**src/rtl/pipe_pkg.sv**
```systemverilog
// pipe_pkg: shared types for the pipeline controller.
//   fwd_e   - per-source operand forward select (register file / E result / M result)
//   stall_e - reason the front of the pipe is not advancing, exported for debug
//   ra_w()  - register-address width for a given register count
package pipe_pkg;

    typedef enum logic [1:0] {
        FWD_REG = 2'd0,
        FWD_E   = 2'd1,
        FWD_M   = 2'd2
    } fwd_e;

    // Five causes need three bits.
    typedef enum logic [2:0] {
        NONE = 3'd0,
        BUSY = 3'd1,
        MISS = 3'd2,
        LOAD = 3'd3,
        SB   = 3'd4
    } stall_e;

    function automatic int ra_w(input int nreg);
        return (nreg > 1) ? $clog2(nreg) : 1;
    endfunction

endpackage

```
**src/rtl/pipe_scoreboard.sv**
```systemverilog
// pipe_scoreboard: one busy bit per architectural register for long-latency writers.
// Ports:
//   clk, rst            clock, synchronous active-high reset (clears every bit)
//   set_en, set_addr    mark a register busy from the next cycle on
//   clr_en, clr_addr    mark a register free from the next cycle on
//   look_addr           NLOOK packed lookup addresses, entry k at [k*RA_W +: RA_W]
//   look_busy           busy bit for each lookup address (register 0 always reads free)
module pipe_scoreboard
    import pipe_pkg::*;
#(
    parameter int NREG  = 64,
    parameter int NLOOK = 4,
    localparam int RA_W = ra_w(NREG)
) (
    input  logic                  clk,
    input  logic                  rst,
    input  logic                  set_en,
    input  logic [RA_W-1:0]       set_addr,
    input  logic                  clr_en,
    input  logic [RA_W-1:0]       clr_addr,
    input  logic [NLOOK*RA_W-1:0] look_addr,
    output logic [NLOOK-1:0]      look_busy
);

    logic [NREG-1:0] busy_q, busy_d;

    // Clear is applied first so a same-cycle set of the same register wins.
    always_comb begin
        busy_d = busy_q;
        if (clr_en) busy_d[clr_addr] = 1'b0;
        if (set_en) busy_d[set_addr] = 1'b1;
        busy_d[0] = 1'b0;
    end

    always_ff @(posedge clk) begin
        if (rst) busy_q <= '0;
        else     busy_q <= busy_d;
    end

    always_comb begin
        look_busy = '0;
        for (int k = 0; k < NLOOK; k++) begin
            look_busy[k] = (look_addr[k*RA_W +: RA_W] != '0) && busy_q[look_addr[k*RA_W +: RA_W]];
        end
    end

endmodule

```
**src/rtl/pipe_ctrl.sv**
```systemverilog
// pipe_ctrl: central controller for the F/D/E/M/W core.
// Owns the PC, per-stage load enables and flushes, load-use and scoreboard
// stalls, and per-source forwarding selects.
// Ports:
//   clk, rst                     clock, synchronous active-high reset
//   dec_*                        decoded instruction in D (sources, dest, flags)
//   ex_*, mem_*                  destinations in E and M for forwarding / load-use
//   wb_valid, wb_rd, wb_long     retiring instruction, frees scoreboard entries
//   ex_busy, mem_busy            multi-cycle E unit / M memory wait
//   br_miss, br_target           redirect from E
//   fetch_pc                     imem address this cycle
//   f_en..w_en, d_flush, e_flush stage register controls
//   fwd_sel                      2 bits per source (fwd_e)
//   stall_cause                  stall_e debug code
// Build option PIPE_CTRL_PERF_EN adds 32-bit wrapping perf counters
// (perf_cycles, perf_load_stall, perf_sb_stall, perf_busy, perf_miss).
module pipe_ctrl
    import pipe_pkg::*;
#(
    parameter int              NREG     = 64,
    parameter int              NSRC     = 3,
    parameter int              XLEN     = 32,
    parameter logic [XLEN-1:0] RESET_PC = '0,
    localparam int             RA_W     = ra_w(NREG)
) (
    input  logic                 clk,
    input  logic                 rst,
    input  logic                 dec_valid,
    input  logic [NSRC*RA_W-1:0] dec_rs,
    input  logic [NSRC-1:0]      dec_rs_used,
    input  logic [RA_W-1:0]      dec_rd,
    input  logic                 dec_regwrite,
    input  logic                 dec_long,
    input  logic [RA_W-1:0]      ex_rd,
    input  logic                 ex_regwrite,
    input  logic                 ex_memread,
    input  logic [RA_W-1:0]      mem_rd,
    input  logic                 mem_regwrite,
    input  logic                 wb_valid,
    input  logic [RA_W-1:0]      wb_rd,
    input  logic                 wb_long,
    input  logic                 ex_busy,
    input  logic                 mem_busy,
    input  logic                 br_miss,
    input  logic [XLEN-1:0]      br_target,
    output logic [XLEN-1:0]      fetch_pc,
    output logic                 f_en,
    output logic                 d_en,
    output logic                 e_en,
    output logic                 m_en,
    output logic                 w_en,
    output logic                 d_flush,
    output logic                 e_flush,
    output logic [NSRC*2-1:0]    fwd_sel,
    output stall_e               stall_cause
`ifdef PIPE_CTRL_PERF_EN
   ,output logic [31:0]          perf_cycles,
    output logic [31:0]          perf_load_stall,
    output logic [31:0]          perf_sb_stall,
    output logic [31:0]          perf_busy,
    output logic [31:0]          perf_miss
`endif
);

    logic [XLEN-1:0]            pc_q, pc_d;
    logic [NSRC:0]              look_busy;
    logic [(NSRC+1)*RA_W-1:0]   look_addr;
    logic [NSRC*2-1:0]          fwd_raw;
    logic [RA_W-1:0]            rs;
    logic                       busy, lw_hit, sb_hit, lw_stall, sb_stall, go;
    stall_e                     cause;

    // Lookups 0..NSRC-1 are the sources, lookup NSRC is the destination (WAW).
    assign look_addr = {dec_rd, dec_rs};

    pipe_scoreboard #(
        .NREG  (NREG),
        .NLOOK (NSRC + 1)
    ) u_sb (
        .clk       (clk),
        .rst       (rst),
        .set_en    (e_en & dec_valid & dec_long & dec_regwrite),
        .set_addr  (dec_rd),
        .clr_en    (wb_valid & wb_long),
        .clr_addr  (wb_rd),
        .look_addr (look_addr),
        .look_busy (look_busy)
    );

    always_comb begin
        busy    = ex_busy | mem_busy;
        lw_hit  = 1'b0;
        sb_hit  = 1'b0;
        fwd_raw = '0;
        rs      = '0;
        for (int i = 0; i < NSRC; i++) begin
            rs = dec_rs[i*RA_W +: RA_W];
            // Register 0 and unused sources never forward or hazard.
            if (dec_rs_used[i] && rs != '0) begin
                if (ex_regwrite && ex_rd == rs)        fwd_raw[i*2 +: 2] = FWD_E;
                else if (mem_regwrite && mem_rd == rs) fwd_raw[i*2 +: 2] = FWD_M;
                if (ex_memread && ex_rd == rs) lw_hit = 1'b1;
                if (look_busy[i])              sb_hit = 1'b1;
            end
        end
        if (dec_regwrite && look_busy[NSRC]) sb_hit = 1'b1;
        lw_stall = dec_valid & lw_hit;
        sb_stall = dec_valid & sb_hit;
        go       = ~busy & ~br_miss & ~lw_stall & ~sb_stall;

        if (busy)          cause = BUSY;
        else if (br_miss)  cause = MISS;
        else if (lw_stall) cause = LOAD;
        else if (sb_stall) cause = SB;
        else               cause = NONE;
    end

    // Outputs are held in their quiet state while reset is asserted.
    always_comb begin
        f_en        = ~rst & go;
        d_en        = ~rst & go;
        e_en        = ~rst & go;
        m_en        = ~rst & ~busy;
        w_en        = ~rst & ~mem_busy;
        d_flush     = ~rst & br_miss & ~busy;
        e_flush     = ~rst & (br_miss | lw_stall | sb_stall) & ~busy;
        fwd_sel     = rst ? '0 : fwd_raw;
        stall_cause = rst ? NONE : cause;
        fetch_pc    = br_miss ? br_target : pc_q;
    end

    // The redirect target is fetched this cycle, so the PC continues after it.
    always_comb begin
        pc_d = pc_q;
        if (!busy) begin
            if (br_miss) pc_d = br_target + XLEN'(4);
            else if (go) pc_d = pc_q + XLEN'(4);
        end
    end

    always_ff @(posedge clk) begin
        if (rst) pc_q <= RESET_PC;
        else     pc_q <= pc_d;
    end

`ifdef PIPE_CTRL_PERF_EN
    logic [31:0] cyc_q, load_q, sbc_q, busyc_q, miss_q;

    always_ff @(posedge clk) begin
        if (rst) begin
            cyc_q   <= '0;
            load_q  <= '0;
            sbc_q   <= '0;
            busyc_q <= '0;
            miss_q  <= '0;
        end else begin
            cyc_q <= cyc_q + 32'd1;
            if (cause == LOAD) load_q  <= load_q + 32'd1;
            if (cause == SB)   sbc_q   <= sbc_q + 32'd1;
            if (cause == BUSY) busyc_q <= busyc_q + 32'd1;
            if (cause == MISS) miss_q  <= miss_q + 32'd1;
        end
    end

    assign perf_cycles     = cyc_q;
    assign perf_load_stall = load_q;
    assign perf_sb_stall   = sbc_q;
    assign perf_busy       = busyc_q;
    assign perf_miss       = miss_q;
`endif

endmodule

```
**config.mk**
```make
export PLATFORM = sky130hd
export DESIGN_NAME = pipe_ctrl
export DESIGN_NICKNAME = d
export VERILOG_FILES = /design/src/rtl/pipe_pkg.sv /design/src/rtl/pipe_scoreboard.sv /design/src/rtl/pipe_ctrl.sv
export SDC_FILE = /design/constraint.sdc
export NUM_CORES = 1
export LEC_CHECK = 0
export BUFFER_PORTS_ARGS = -buffer_cell sky130_fd_sc_hd__buf_2
export CAP_MARGIN = 20
export CORE_MARGIN = 10
export CORE_UTILIZATION = 45
export DETAILED_ROUTE_END_ITERATION = 10
export GPL_TIMING_DRIVEN = 0
export PLACE_DENSITY = 0.71
export SKIP_LAST_GASP = 1
export SYNTH_ARGS = -nofsm -noshare
export SYNTH_HDL_FRONTEND = slang
export SYNTH_HIERARCHICAL = 1
export SYNTH_SLANG_ARGS = --single-unit
```
**constraint.sdc**
```tcl
create_clock -name clk -period 4.9 [get_ports clk]
set_clock_uncertainty 0.1 [all_clocks]
set_input_delay 0.245 -clock clk [delete_from_list [all_inputs] [get_ports clk]]
set_output_delay 0.245 -clock clk [all_outputs]
set_load 0.01 [all_outputs]
```
==> run_results.csv <==
group,metric,value,unit
sta,report.final.hold_viol_count,0,
cells_and_area,finalCoreUtilization,0.532,
global_route,grt_util_all_layers,0.225,
cts,tritoncts.num_buffers,9,
sta,maxClockFrequency,0.258,GHz
placed_design,dpl-instance-area,8930,um^2
cells_and_area,postLayoutCellArea,9240,um^2
power,internal_power,0.00132,W
placed_design,finalWeightedCongestion,0.964,
power,clockPowerShare,0.373,
yosys,synth_enable_flop_cells,0,
global_route,first_global_vias,7946,
sta,fin_setup_tns,0,ns
floorplan,floorplan_die_height,153,um
floorplan,initial_util,0.460,
drt,routed_wl,27500,um
drt,antenna_left,0,
placed_design,portBuffers,133,
setup_path,worst-setup-path-type,"primary input to register",
drt,detailedRoute.firstPassIterationCount,5,
drt,post_drt_wl_per_cell,21.4,um
cts,worst_setup_hold_path_clk_slew,0.08,ns
sta,slew_violations,0,
cts,clockRootBuffer,"sky130_fd_sc_hd__clkbuf_16",
yosys,syn-instance-count,910,
cts,clock_sink_count,95,
global_route,wire_length_of_the_first_global_routing_pass,43400,um
cts,cts_setup_buffers,0,
cts,clkLatencyLatePin,0.36,ns
setup_path,critical_path.n_buffers_inverters,6,
placed_design,pre_cts_ws,0.183,ns
floorplan,design.core.area,17400,um^2
yosys,synthTopCellsByArea,"sky130_fd_sc_hd__dfxtp_1, sky130_fd_sc_hd__mux4_2, sky130_fd_sc_hd__mux2i_1",
yosys,net_count_of_the_mapped_netlist,1001,
cts,cts_resized,0,
yosys,dominantRegCellSynth,"sky130_fd_sc_hd__dfxtp_1",
power,p_sw_frac,0.317,
setup_path,crit_family,"buffers and inverters",
cells_and_area,fillCellCount,1627,
yosys,netlist_area,7980,um^2
sta,tightest_slew,0.946,ns
setup_path,cp-start-kind,"primary input",
global_route,grt_remaining_overflow,0,
cells_and_area,final_net_count,1146,
floorplan,dieArea,23500,um^2
min_path,hold_path_class,"primary input to register",
yosys,seq_area_frac_synth,0.238,
global_route,initial_antenna_violation_count,1,
outcome,run_status,"completed",
yosys,synth_area_per_cell,8.77,um^2
power,p_leak,3.43,nW
floorplan,x_dimension_of_the_die,153,um
setup_path,worst-endpoint-required,5.05,ns
cts,clockBufferDepth,2,
placed_design,dp.final_hpwl,21500,um
cells_and_area,syn_to_final_growth,15.7,%
power,net-switching-power,0.000614,W
yosys,synth_async_sr_flop_share,0,
floorplan,ios,138,
cts,postCtsHoldBufs,0,
sta,timing.max_slew.rel_slack,0.368,
setup_path,critPathMaxStageDelay,0.52,ns
cts,h-tree-depth,3,
sta,layout_min_cycle_time,3.88,ns
drt,first_iter_violations,759,
flow_run,drv_cap,0,
yosys,synth.distinct_cells,71,
setup_path,path_common_cell,"sky130_fd_sc_hd__buf_2",
sta,min_period_over_period,0.791,
power,p_comb_frac,0.215,
sta,rsz0062_at_grt,"no",
setup_path,cp_slowest_cell,"sky130_fd_sc_hd__buf_1",
cts,cts_tree,"yes",
yosys,synth.largest_area_cell,"sky130_fd_sc_hd__dfxtp_1",
setup_path,critical_path_peak_fanout,10,
sta,timing.final.ws_setup,1.02,ns
yosys,yosysTopAreaCellShare,0.238,
drt,drcViolationCount,0,
cells_and_area,drive_gt1_frac,0.271,
drt,vias,8111,
yosys,synth.yosys.warnings,6,
setup_path,cp.arrival,4.03,ns
power,p_seq_frac,0.412,
power,worst_ir_drop_vdd,158,uV
global_route,grt_start_max_net_pins,20,
sta,setup_violations,0,
floorplan,floorplan.rows,48,
setup_path,worst-r2r-setup-slack,1.12,ns
drt,viasPerCell,6.30,
setup_path,crit_chain,"buf_2 > buf_2 > buf_2 > buf_2 > buf_1 > mux2_2 > ha_1 > and4_1 > o21a_1 > nand4_1 > clkbuf_1 > or3b_2 > nand3_1 > mux2i_1",
power,power-per-cell-area,209,nW/um^2
yosys,postSynthRegisterBits,95,
setup_path,setup.worst_path.end_class,"register",
## registers in the layout, indices dropped and copies added (netlist names)
signal,cells
pc_q,32
u_sb/busy_q,63
## power by group through the flow
| stage | logic [W] | registers (W) | clock network, W |
|---|---|---|---|
| 5_1_grt | 0.000450 | 0.000799 | 0.000759 |
| 4_1_cts | 0.000413 | 0.000797 | 0.000724 |
| 2_1_floorplan | 0.000262 | 0.000811 | 0 |
| 6_report | 0.000415 | 0.000797 | 0.000722 |
| 3_3_place_gp | 0.000408 | 0.000814 | 0 |
| 3_5_place_dp | 0.000411 | 0.000815 | 0 |
## cells in the mapped netlist, types with 4 or more instances
cell type,number
sky130_fd_sc_hd__nor3_1,6
sky130_fd_sc_hd__o2111ai_1,7
sky130_fd_sc_hd__nor4_1,4
sky130_fd_sc_hd__and2_1,10
sky130_fd_sc_hd__nand4b_1,6
sky130_fd_sc_hd__nand3b_1,12
sky130_fd_sc_hd__nand2_1,136
sky130_fd_sc_hd__dfxtp_1,95
sky130_fd_sc_hd__nand4_1,22
sky130_fd_sc_hd__a21oi_1,76
sky130_fd_sc_hd__buf_2,16
sky130_fd_sc_hd__xor2_1,4
sky130_fd_sc_hd__buf_1,4
sky130_fd_sc_hd__and4b_1,4
sky130_fd_sc_hd__or2_2,5
sky130_fd_sc_hd__nor2_1,26
sky130_fd_sc_hd__or3_1,5
sky130_fd_sc_hd__o21ai_0,79
sky130_fd_sc_hd__a31oi_1,5
sky130_fd_sc_hd__mux2_2,23
sky130_fd_sc_hd__mux4_2,59
sky130_fd_sc_hd__mux2i_1,51
sky130_fd_sc_hd__nor3b_1,5
sky130_fd_sc_hd__nand3_1,36
sky130_fd_sc_hd__or3b_2,6
sky130_fd_sc_hd__clkbuf_1,39
sky130_fd_sc_hd__nor2b_1,8
sky130_fd_sc_hd__o31ai_1,9
sky130_fd_sc_hd__and4_1,4
sky130_fd_sc_hd__buf_6,6
sky130_fd_sc_hd__inv_1,18
sky130_fd_sc_hd__clkbuf_8,4
sky130_fd_sc_hd__xnor2_1,48
sky130_fd_sc_hd__buf_4,7
sky130_fd_sc_hd__a22oi_1,5
## metal layers
metal | global-route usage | vias to the layer above | routed length (um)
met5 | 0 | - | 0
met3 | 0.0682 | 55 | 2960
li1 | - | 3714 | -
met4 | 0.0836 | 0 | 645
met1 | 0.290 | 3882 | 11500
met2 | 0.345 | 460 | 12500
## path summary, 6_finish.rpt
| kind | start | endpoint | cells after the start |
|---|---|---|---|
| min reg2reg | pc_q[30] | pc_q[30] | 2 |
| min | br_target[1] | pc_q[1] | 3 |
| max reg2reg | u_sb/busy_q[63] | u_sb/busy_q[31] | 15 |
| max | br_miss | pc_q[30] | 14 |
## worst reg2reg max path, cell delays in order, from the launching register on
cell and delay [ns]:
sky130_fd_sc_hd__dfxtp_1 0.39, sky130_fd_sc_hd__mux4_2 0.50, sky130_fd_sc_hd__mux4_2 0.50, sky130_fd_sc_hd__nor2_1 0.10, sky130_fd_sc_hd__o21ai_1 0.06, sky130_fd_sc_hd__o311a_1 0.16, sky130_fd_sc_hd__nand2_1 0.09, sky130_fd_sc_hd__a41o_2 0.25
sky130_fd_sc_hd__and2_1 0.17, sky130_fd_sc_hd__nand2b_1 0.08, sky130_fd_sc_hd__nor3_1 0.18, sky130_fd_sc_hd__clkbuf_4 0.24, sky130_fd_sc_hd__and4_1 0.20, sky130_fd_sc_hd__clkbuf_1 0.35, sky130_fd_sc_hd__nand4b_1 0.19, sky130_fd_sc_hd__a21oi_1 0.15
## cells by family after synthesis
group                    share of synthesized area
AO/OA/AOI/OAI                                0.170
XOR/XNOR                                    0.0571
adder cells (fa/ha/maj)                    0.00157
buffers and inverters                       0.0611
flip-flops                                   0.238
multiplexers                                 0.273
AND/OR/NAND/NOR                              0.199
## cell usage in the layout (no fill, tap or decap), drive strengths merged, types with 8 or more instances in the layout
cell type	netlist	layout
a21oi	76	76
and2	10	10
buf	33	166
clkbuf	43	53
dfxtp	95	95
inv	18	23
mux2	23	23
mux2i	51	51
mux4	62	62
nand2	137	137
nand3	36	36
nand3b	12	12
nand4	22	22
nor2	26	26
nor2b	8	8
o21ai	80	80
o31ai	10	10
xnor2	48	48
## metrics by stage
step	total power [W]	hold WS, ns	cells
6_report	0.00193	0.0380	1287
5_1_grt	0.00201	0.0439	1285
4_1_cts	0.00193	0.0353	1284
3_5_place_dp	0.00123	0.352	1268
3_3_place_gp	0.00122	0.340	1268
2_1_floorplan	0.00107	0.292	910
## layout make-up
type,count,area (um^2),area share
multi-input combinational,720,5590,0.605
sequential,95,1900,0.206
timing repair buffer,134,673,0.0729
buffer,76,417,0.0451
tap,225,282,0.0305
clock buffer,9,225,0.0244
inverter,19,71.3,0.00772
clock inverter,7,70.1,0.00758
antenna,2,5.00,0.000542
Power figures use the tool's default switching activity.
